--- config.mk ---
export PLATFORM = sky130hd
export DESIGN_NAME = jk_excite
export DESIGN_NICKNAME = d
export VERILOG_FILES = /design/src/rtl/jk_excite_pkg.sv /design/src/rtl/jk_excite_bit.sv /design/src/rtl/jk_excite.sv
export SDC_FILE = /design/constraint.sdc
export NUM_CORES = 1
export LEC_CHECK = 0
export BUFFER_PORTS_ARGS = -buffer_cell sky130_fd_sc_hd__buf_2
export CAP_MARGIN = 25
export CORE_UTILIZATION = 45
export DETAILED_ROUTE_END_ITERATION = 10
export GPL_TIMING_DRIVEN = 0
export HOLD_SLACK_MARGIN = 0.15
export PLACE_DENSITY_LB_ADDON = 0.3
export SLEW_MARGIN = 15
export SYNTH_ARGS = -nofsm -noshare
export SYNTH_HDL_FRONTEND = slang
export SYNTH_HIERARCHICAL = 1
export SYNTH_SLANG_ARGS = --single-unit
--- constraint.sdc ---
create_clock -name ck -period 1.75 [get_ports ck]
set_input_delay 0.0875 -clock ck [delete_from_list [all_inputs] [get_ports ck]]
set_output_delay 0.0875 -clock ck [all_outputs]
set_load 0.005 [all_outputs]
--- src/rtl/jk_excite_pkg.sv ---
// Shared types and defaults for the JK flop-bank excitation controller.
package jk_excite_pkg;

    typedef enum logic [1:0] {
        IDLE  = 2'd0,
        DRIVE = 2'd1,
        CHECK = 2'd2
    } state_t;

    localparam logic MODE_HOLD   = 1'b0;
    localparam logic MODE_TOGGLE = 1'b1;

    localparam int DEFAULT_W         = 4;
    localparam int DEFAULT_MAX_RETRY = 3;

    // Counter must hold 0..max_retry; never collapse to a zero-width vector.
    function automatic int retry_width(input int max_retry);
        return (max_retry < 1) ? 1 : $clog2(max_retry + 1);
    endfunction

endpackage

--- src/rtl/jk_excite_bit.sv ---
// Per-bit JK excitation decode: present state and wanted state to J/K,
// with the don't-care input resolved by mode.
module jk_excite_bit (
    input  logic q,
    input  logic q_next,
    input  logic mode,
    output logic j,
    output logic k
);

    // Excitation table with the free input taken from mode
    always_comb begin
        if (q == 1'b0) begin
            j = q_next;
            k = mode;
        end else begin
            j = mode;
            k = ~q_next;
        end
    end

endmodule

--- src/rtl/jk_excite.sv ---
// Drives a JK flop bank toward a requested target, verifies it through Q
// feedback and re-drives a bounded number of times before flagging an error.
module jk_excite
    import jk_excite_pkg::*;
#(
    parameter int W         = DEFAULT_W,
    parameter int MAX_RETRY = DEFAULT_MAX_RETRY
) (
    input  logic         ck,
    input  logic         rst,
    input  logic [W-1:0] tgt,
    input  logic         tgt_valid,
    output logic         tgt_ready,
    input  logic         mode,
    input  logic [W-1:0] q_fb,
    output logic [W-1:0] j,
    output logic [W-1:0] k,
    output logic         done,
    output logic         err
);

    localparam int RW = retry_width(MAX_RETRY);
    localparam logic [RW-1:0] RETRY_MAX = RW'(MAX_RETRY);

    state_t          state_r;
    state_t          state_next_s;
    logic [W-1:0]    tgt_r;
    logic            mode_r;
    logic [RW-1:0]   retry_r;
    logic [W-1:0]    dec_j_s;
    logic [W-1:0]    dec_k_s;
    logic            match_s;
    logic            retry_left_s;

    assign match_s      = (q_fb == tgt_r);
    assign retry_left_s = (retry_r < RETRY_MAX);

    for (genvar i = 0; i < W; i++) begin : gen_bit
        jk_excite_bit u_bit (
            .q      (q_fb[i]),
            .q_next (tgt_r[i]),
            .mode   (mode_r),
            .j      (dec_j_s[i]),
            .k      (dec_k_s[i])
        );
    end

    // FSM state register
    always_ff @(posedge ck) begin
        if (rst) begin
            state_r <= IDLE;
        end else begin
            state_r <= state_next_s;
        end
    end

    // FSM next-state logic
    always_comb begin
        state_next_s = state_r;
        case (state_r)
            IDLE: begin
                if (tgt_valid) begin
                    state_next_s = DRIVE;
                end else begin
                    state_next_s = IDLE;
                end
            end
            DRIVE: state_next_s = CHECK;
            CHECK: begin
                if (match_s) begin
                    state_next_s = IDLE;
                end else if (retry_left_s) begin
                    state_next_s = DRIVE;
                end else begin
                    state_next_s = IDLE;
                end
            end
            default: state_next_s = IDLE;
        endcase
    end

    // Target/mode capture and saturating retry count
    always_ff @(posedge ck) begin
        if (rst) begin
            tgt_r   <= {W{1'b0}};
            mode_r  <= MODE_HOLD;
            retry_r <= {RW{1'b0}};
        end else if ((state_r == IDLE) && tgt_valid) begin
            tgt_r   <= tgt;
            mode_r  <= mode;
            retry_r <= {RW{1'b0}};
        end else if ((state_r == CHECK) && !match_s && retry_left_s) begin
            retry_r <= retry_r + RW'(1'b1);
        end else begin
            retry_r <= retry_r;
        end
    end

    // FSM outputs; reset forces the bank to hold and suppresses pulses
    always_comb begin
        tgt_ready = (state_r == IDLE);
        j         = {W{1'b0}};
        k         = {W{1'b0}};
        done      = 1'b0;
        err       = 1'b0;
        if (rst) begin
            j    = {W{1'b0}};
            k    = {W{1'b0}};
            done = 1'b0;
            err  = 1'b0;
        end else begin
            case (state_r)
                IDLE: begin
                    done = 1'b0;
                end
                DRIVE: begin
                    j = dec_j_s;
                    k = dec_k_s;
                end
                CHECK: begin
                    done = match_s;
                    err  = !match_s && !retry_left_s;
                end
                default: begin
                    done = 1'b0;
                end
            endcase
        end
    end

endmodule

# After elaboration in Yosys (flattened, before gate mapping)
# Cells that the tools add are included.
[word_totals]
n_memories = 0
wordCells = 41
regBits = 9
rom_bits = 0
inputBits = 12
ram_bits = 0
out_inout_bits = 11
latch_bits = 0
[op_classes]
reduce_logical = 8
add_sub_neg = 1
n_div = 0
muxes = 20
n_eq_ne = 3
n_bitwise = 4
multipliers = 0
order_cmp = 1
n_shift = 0
[ops]
columns = ["operator", "n"]
rows = [
  ["2-to-1 mux 4 bit", 4],
  ["2-to-1 mux 1 bit", 15],
  ["case mux 2 bit (3 select lines)", 1],
  ["== test 4 bit", 1],
  ["logical AND 1 bit", 4],
  ["NOT 1 bit", 4],
  ["adder 2 x 1 -> 2 bit (second input constant)", 1],
  ["== test 2 x 1 -> 1 bit (second input constant)", 1],
  ["== test 2 bit (second input constant)", 1],
  ["logical NOT 1 bit", 2],
  ["logical NOT 2 bit", 1],
  ["less-than comparator 2 bit (second input constant)", 1],
  ["OR reduction 2 bit", 1],
]

# Depth between registers and ports, before layout
# Gate-level depths: netlist (run 1).
[logic_depth]
depth_word = 5
ltp_mapped = 4
mapped_depth_nobuf = 4

# By module
# The synthesis (run 1) kept the hierarchy.
[by_module_without_submodules]
columns = ["module", "cells_each", "area_per_inst_um2", "instances"]
rows = [
  ["jk_excite", 58, 485.5, 1],
  ["jk_excite_bit", 3, 28.8, 4],
]

# Least setup slack after synthesis (run 1)
# OpenSTA, ideal clock, no wires.
[synth_path]
kind = "register to register"
start = "register retry_r[0]"
end = "register retry_r[0]"
setup_time_ns = 0.072
synth_period_minus_slack_ns = 1.351
path_stages_with_launch = 5
arrival_time_ns = 1.279
setup_slack_ns = 0.399
n_path_buf = 0
cell_sequence = "dfxtp_1 ha_1 or3b_1 a41oi_2 mux2i_1"
[synth_via]
elab_chain_len = 2
[synth_rtl]
columns = ["element", "line", "source"]
rows = [
  ["start: declaration", "jk_excite.sv:29", "logic [RW-1:0] retry_r;"],
  ["start signal: assignment", "jk_excite.sv:87", "retry_r <= {RW{1'b0}};"],
  ["start signal: assignment", "jk_excite.sv:91", "retry_r <= {RW{1'b0}};"],
  ["start signal: assignment", "jk_excite.sv:93", "retry_r <= retry_r + RW'(1'b1);"],
  ["less-than comparator 2 bit", "jk_excite.sv:36", "assign retry_left_s = (retry_r < RETRY_MAX);"],
  ["logical AND 1 bit", "jk_excite.sv:92", "end else if ((state_r == CHECK) && !match_s && retry_left_s) begin"],
]
# Several ways; a longest one is shown, not always the timed one.
# A chain may end at the register's enable or synchronous reset.

# Worst setup path after layout (run 1)
[layout_path]
start = "input port rst"
end = "output port j[2]"
[layout_via]
elab_chain_len = 1
[layout_rtl]
columns = ["element", "line", "source"]
rows = [
  ["start: declaration", "jk_excite.sv:10", "input logic rst,"],
  ["2-to-1 mux 4 bit", "jk_excite.sv:106", "if (rst) begin"],
  ["end: declaration", "jk_excite.sv:16", "output logic [W-1:0] j,"],
]
# Every way passes these cells.

==> results of run 1 <==
placed cells by master, fill, tap and decap left out, types with 4 or more instances in the layout:
| cell type | n |
|---|---|
| a21oi_1 | 6 |
| and2_1 | 8 |
| buf_2 | 22 |
| dfxtp_1 | 9 |
| dlygate4sd3_1 | 6 |
| inv_1 | 5 |
| mux2_4 | 4 |
| mux2i_1 | 6 |
| nand2_1 | 10 |
| xnor2_1 | 4 |
cells by family (layout without fill, tap and decap cells):
family | count (synthesis) | after routing | synth area share, %
adders and majority gates | 1 | 1 | 2.08
DFF | 9 | 9 | 30.0
and+or+nand+nor | 31 | 31 | 28.5
AOI/OAI and AO/OA | 8 | 8 | 8.96
xor gates and xnor gates | 4 | 4 | 5.83
buffers and inverters | 7 | 38 | 4.58
muxes | 10 | 10 | 20.0
layer usage:
| metal | share of wire (%) | routed length [um] | GRT usage (%) |
|---|---|---|---|
| met3 | 4.1 | 54 | 3.49 |
| met4 | 1.6 | 21 | 12.9 |
| met2 | 50 | 665 | 32.1 |
| met1 | 44 | 584 | 23.8 |
| met5 | 0 | 0 | 0 |
worst register-to-register path, cell delays in order, from the launching register on:
cell     delay [ps]
dfxtp_1         320
ha_1            210
or3b_1          390
a41oi_2         270
mux2i_1         220
final cells by class:
class                      count  area [um2]
clock buffer                   4        26.3
buffer                         2        8.76
timing repair buffer          27         165
sequential                     9         180
tap                           14        17.5
multi-input combinational     54         398
inverter                       5        18.8
fill                         101         357
registers in the layout (all words and copies together), names as in the netlist:
register	count
mode_r	1
state_r	2
tgt_r	4
retry_r	2
worst paths after layout:
path	start	end	cells past startpoint
hold reg to reg	retry_r[1]	retry_r[1]	2
setup / recovery	rst	j[2]	5
setup reg to reg	retry_r[0]	retry_r[0]	4
hold / removal	tgt_valid	mode_r	4
stage by stage:
step / power [mW] / setup slack, ps / instances / cell area, um2 / hold WS [ps]
2_1_floorplan: 0.306 / 399 / 70 / 601 / 223
3_3_place_gp: 0.339 / 292 / 105 / 723 / 328
3_5_place_dp: 0.344 / 218 / 105 / 723 / 336
4_1_cts: 0.516 / 109 / 115 / 815 / 302
5_1_grt: 0.541 / 41.5 / 115 / 815 / 324
6_report: 0.511 / 153 / 115 / 815 / 306
power by group:
| group | internal [mW] | switching (mW) |
|---|---|---|
| clock | 0.0879 | 0.0731 |
| sequential | 0.217 | 0.0178 |
| combinational | 0.0644 | 0.0510 |
| total | 0.369 | 0.142 |
what timing repair did:
item	in CTS	in global routing
hold endpoints to repair	5	0
buffers inserted	0	0
hold buffers	6	0
setup endpoints to repair	8	0
gates resized for setup	1	0
==> results.yml, run 1 <==
clock_network:
  htreeDepth: 1
  clock-root-buffer: "clkbuf_4"
  cts_inserted_buffers: 3
  clk_pin_slew_worst_paths_ps: 60
  cts_tree: "yes"
  cts_buffer_depth: 2
  cts_sinks: 9
  clock_latency_ps: 260
setup_path:
  crit_family: "buffers and inverters"
  worst-path-buf-inv: 3
  cp-end-kind: "output pin"
  crit_chain: "dlygate4sd3_1 > buf_2 > nor3b_2 > and2_1 > buf_2"
  critPathMostFrequentCell: "buf_2"
  max_stage_delay_ps: 530
  arrival_ps: 1510
  crit_path_start_kind: "primary input"
  path_class: "primary input to output pin"
  r2r_slack_ps: 270
  critical_path_required_ps: 1660
  slowest_stage: "dlygate4sd3_1"
  crit_fanout: 10
power:
  power_density_mw_per_mm2: 627
  ir_drop_uv: 419
  p_leak_nw: 0.382
synthesis:
  yosys.area.top_type: "dfxtp_1"
  syn-num-nets: 83
  synth.top_cells.by_area: "dfxtp_1, mux2i_1, mux2_4, and2_1, nand2_1"
  yosysMostFrequentCell: "nand2_1"
  synth_cell_types: 21
  netlist_area_um2: 601
  synth_edf_count: 0
  yosys-top-cells-count: "nand2_1, dfxtp_1, and2_1"
  ys_warn_count: 6
  synth_top_area_share_pct: 30.0
  synthCells: 70
  synthFlopType: "dfxtp_1"
  avgSynthCellArea_um2: 8.58
  synth-async-reset-ratio_pct: 0
  ys_seq_elements: 9
  ys_seq_area_share_pct: 30.0
detailed_routing:
  dr.first_iter.drc_count: 3
  drcViolationCount: 0
  first_pass_iters: 2
  antenna_left: 0
  viasPerCell: 4.94
  dr_total_vias: 568
  drt-wirelength-per-cell_um: 11.5
  drt_wl_total_um: 1330
floorplan:
  io_pins: 23
  die_w_um: 38.5
  initial_core_util_pct: 51.3
  core_area_mm2: 0.00117
  die_h_um: 38.5
  dieArea_mm2: 0.00148
  core.rowCount: 12
timing:
  fin_setup_tns_ps: 0
  max_slew_margin_pct: 53.0
  hold_violations: 0
  fin_skew_ps: 2.76
  drv_slew: 0
  fin_crit_ps: 1600
  setup_viol: 0
  clock.fmax_ghz: 0.626
  grt_setup_unrepaired: "no"
  tightest_slew_ps: 704
  finalCritPeriodShare_pct: 91.3
final_layout:
  area_growth_pct: 35.6
  final_nets: 115
  final_layout_size_suffix_gt1_share_pct: 30.7
  n_antenna_cell: 0
  finish.utilization_pct: 69.6
place:
  port_buffers: 21
  hpwl_um: 920
  gp_congestion: 0.704
min_path:
  hold_path_class: "primary input to flop"
grt:
  grt_overflow: 0
  grt_pass1_vias: 452
  grt_antenna_before_repair: 0
  grt_max_degree: 11
  grt_pass1_wl_um: 1970
  grt_usage_pct: 19.9
run_status:
  status: "finished, final reports clean"
flow_run:
  max_cap_violations: 0
No activity file was read; power rests on OpenSTA's default activity.
==> inputs of run 2 (changes only) <==
Settings changed: PLACE_DENSITY set to 0.81, PLACE_DENSITY_LB_ADDON 0.3 to unset, SLEW_MARGIN 15 to 20.
==> results.yml, run 2 (synthesis results as in run 1) <==
run_status:
  status: "finished, final reports clean"
final_layout:
  area_growth_pct: 35.6
  layout_common_cells: "buf_2, nand2_1, dfxtp_1"
  largest_registers: "tgt_r (4), retry_r (2), state_r (2)"
  final_common_cell: "buf_2"
  multi_input_area_um2: 398
  nFillCells: 100
  design_area_um2: 815
  largest_register_ffs: 4
  final_layout_size_suffix_gt1_share_pct: 30.7
  final_nets: 115
  regArea_um2: 180
  n_antenna_cell: 0
  regMostFlops: "tgt_r"
setup_path:
  r2r_slack_ps: 280
  cp-end-kind: "output pin"
  crit_fanout: 10
  worstReg2RegEnd: "retry_r[0]"
  arrival_ps: 1550
  critical_path_required_ps: 1660
  setup.worst_path.start: "rst"
  r2r-start: "retry_r[0]"
  reg2regPathDepth: 4
  crit_path_start_kind: "primary input"
  cp-endpoint: "k[1]"
  path_class: "primary input to output pin"
clock_network:
  clock-root-buffer: "clkbuf_4"
  htreeDepth: 1
  post_cts_buffers: 0
  cts_buffer_depth: 2
  cts_tree: "yes"
  cts_inserted_buffers: 3
  clock_latency_ps: 260
  cts_sinks: 9
  clk_pin_slew_worst_paths_ps: 60
timing:
  finalCritPeriodShare_pct: 93.8
  grt_setup_unrepaired: "no"
  setup_viol: 0
  clock.fmax_ghz: 0.609
  tightest_slew_ps: 818
  fin_setup_tns_ps: 0
  drv_slew: 0
  fin_crit_ps: 1640
  whs_ps: 320
  fin_skew_ps: 6.35
  hold_violations: 0
  max_slew_margin_pct: 45.3
min_path:
  hold_path_depth: 4
  hold_path_class: "primary input to flop"
detailed_routing:
  dr_total_vias: 575
  dr.first_iter.drc_count: 7
  drt-wirelength-per-cell_um: 11.7
  viasPerCell: 5.00
  drt_wl_total_um: 1350
  first_pass_iters: 4
  antenna_left: 0
  drcViolationCount: 0
power:
  ir_drop_uv: 489
  power_density_mw_per_mm2: 628
  p_leak_nw: 0.382
place:
  dpl_cell_area_um2: 723
  port_buffers: 21
  gp_congestion: 0.710
  hpwl_um: 899
grt:
  grt_max_degree: 11
  grt_pass1_wl_um: 2080
  grt_pass1_vias: 474
  grt_antenna_before_repair: 0
  grt_overflow: 0
  grt_usage_pct: 21.1
floorplan:
  initial_core_util_pct: 51.3
  core.rowCount: 12
  die_h_um: 38.5
  die_w_um: 38.5
  core_area_mm2: 0.00117
  io_pins: 23
  dieArea_mm2: 0.00148
flow_run:
  max_cap_violations: 0
run 2: cell counts in the layout (fill, tap and decap cells not counted):
No cell type changed its count.
run 2: area by class of cell:
| class | count | area share, % |
|---|---|---|
| Multi-Input combinational cell | 54 | 48.8 |
| Sequential cell | 9 | 22.1 |
| Timing Repair Buffer | 27 | 20.3 |
| Clock buffer | 4 | 3.23 |
| Inverter | 5 | 2.30 |
| Tap cell | 14 | 2.15 |
| Buffer | 2 | 1.08 |
run 2: through the flow:
stage	cells	util, %	total power [mW]	setup WS (ps)
global route	115	69.6	0.535	19.1
floorplan	70	-	0.306	399
global placement	105	61.8	0.339	288
CTS	115	69.6	0.517	111
detailed placement	105	61.8	0.344	258
finish	115	69.6	0.512	108
run 2: worst min-delay path by stage:
stage / from / slack (ps) / end
after CTS: tgt_valid / 320 / tgt_r[3]
after global placement: mode / 330 / mode_r
after detailed placement: tgt[3] / 330 / tgt_r[3]
after floorplan: tgt[0] / 220 / tgt_r[0]
after global routing: tgt_valid / 350 / tgt_r[3]
final: tgt_valid / 320 / tgt_r[3]
run 2: what timing repair did:
action	in CTS	in global routing
hold endpoints to repair	5	0
hold buffers	6	0
endpoints found under the setup margin	8	0
gates resized for setup	1	0
run 2: critical path: stages:
cell and delay [ps]:
dlygate4sd3_1 530, buf_2 180, nor3b_2 440, and2_1 190, buf_2 110
run 2: power by group:
| part | switching, mW | leakage [nW] | internal, mW | total, mW |
|---|---|---|---|---|
| clock network | 0.0726 | 0.0150 | 0.0878 | 0.160 |
| logic | 0.0535 | 0.294 | 0.0645 | 0.118 |
| registers | 0.0164 | 0.0737 | 0.217 | 0.233 |
run 2: routing by layer:
layer	global-route usage (%)	part of all wire, %	vias up
li1	-	-	304
met1	24.5	43	250
met2	36.7	51	17
met3	1.74	3.1	4
met4	12.9	2.6	0
met5	0	0	-
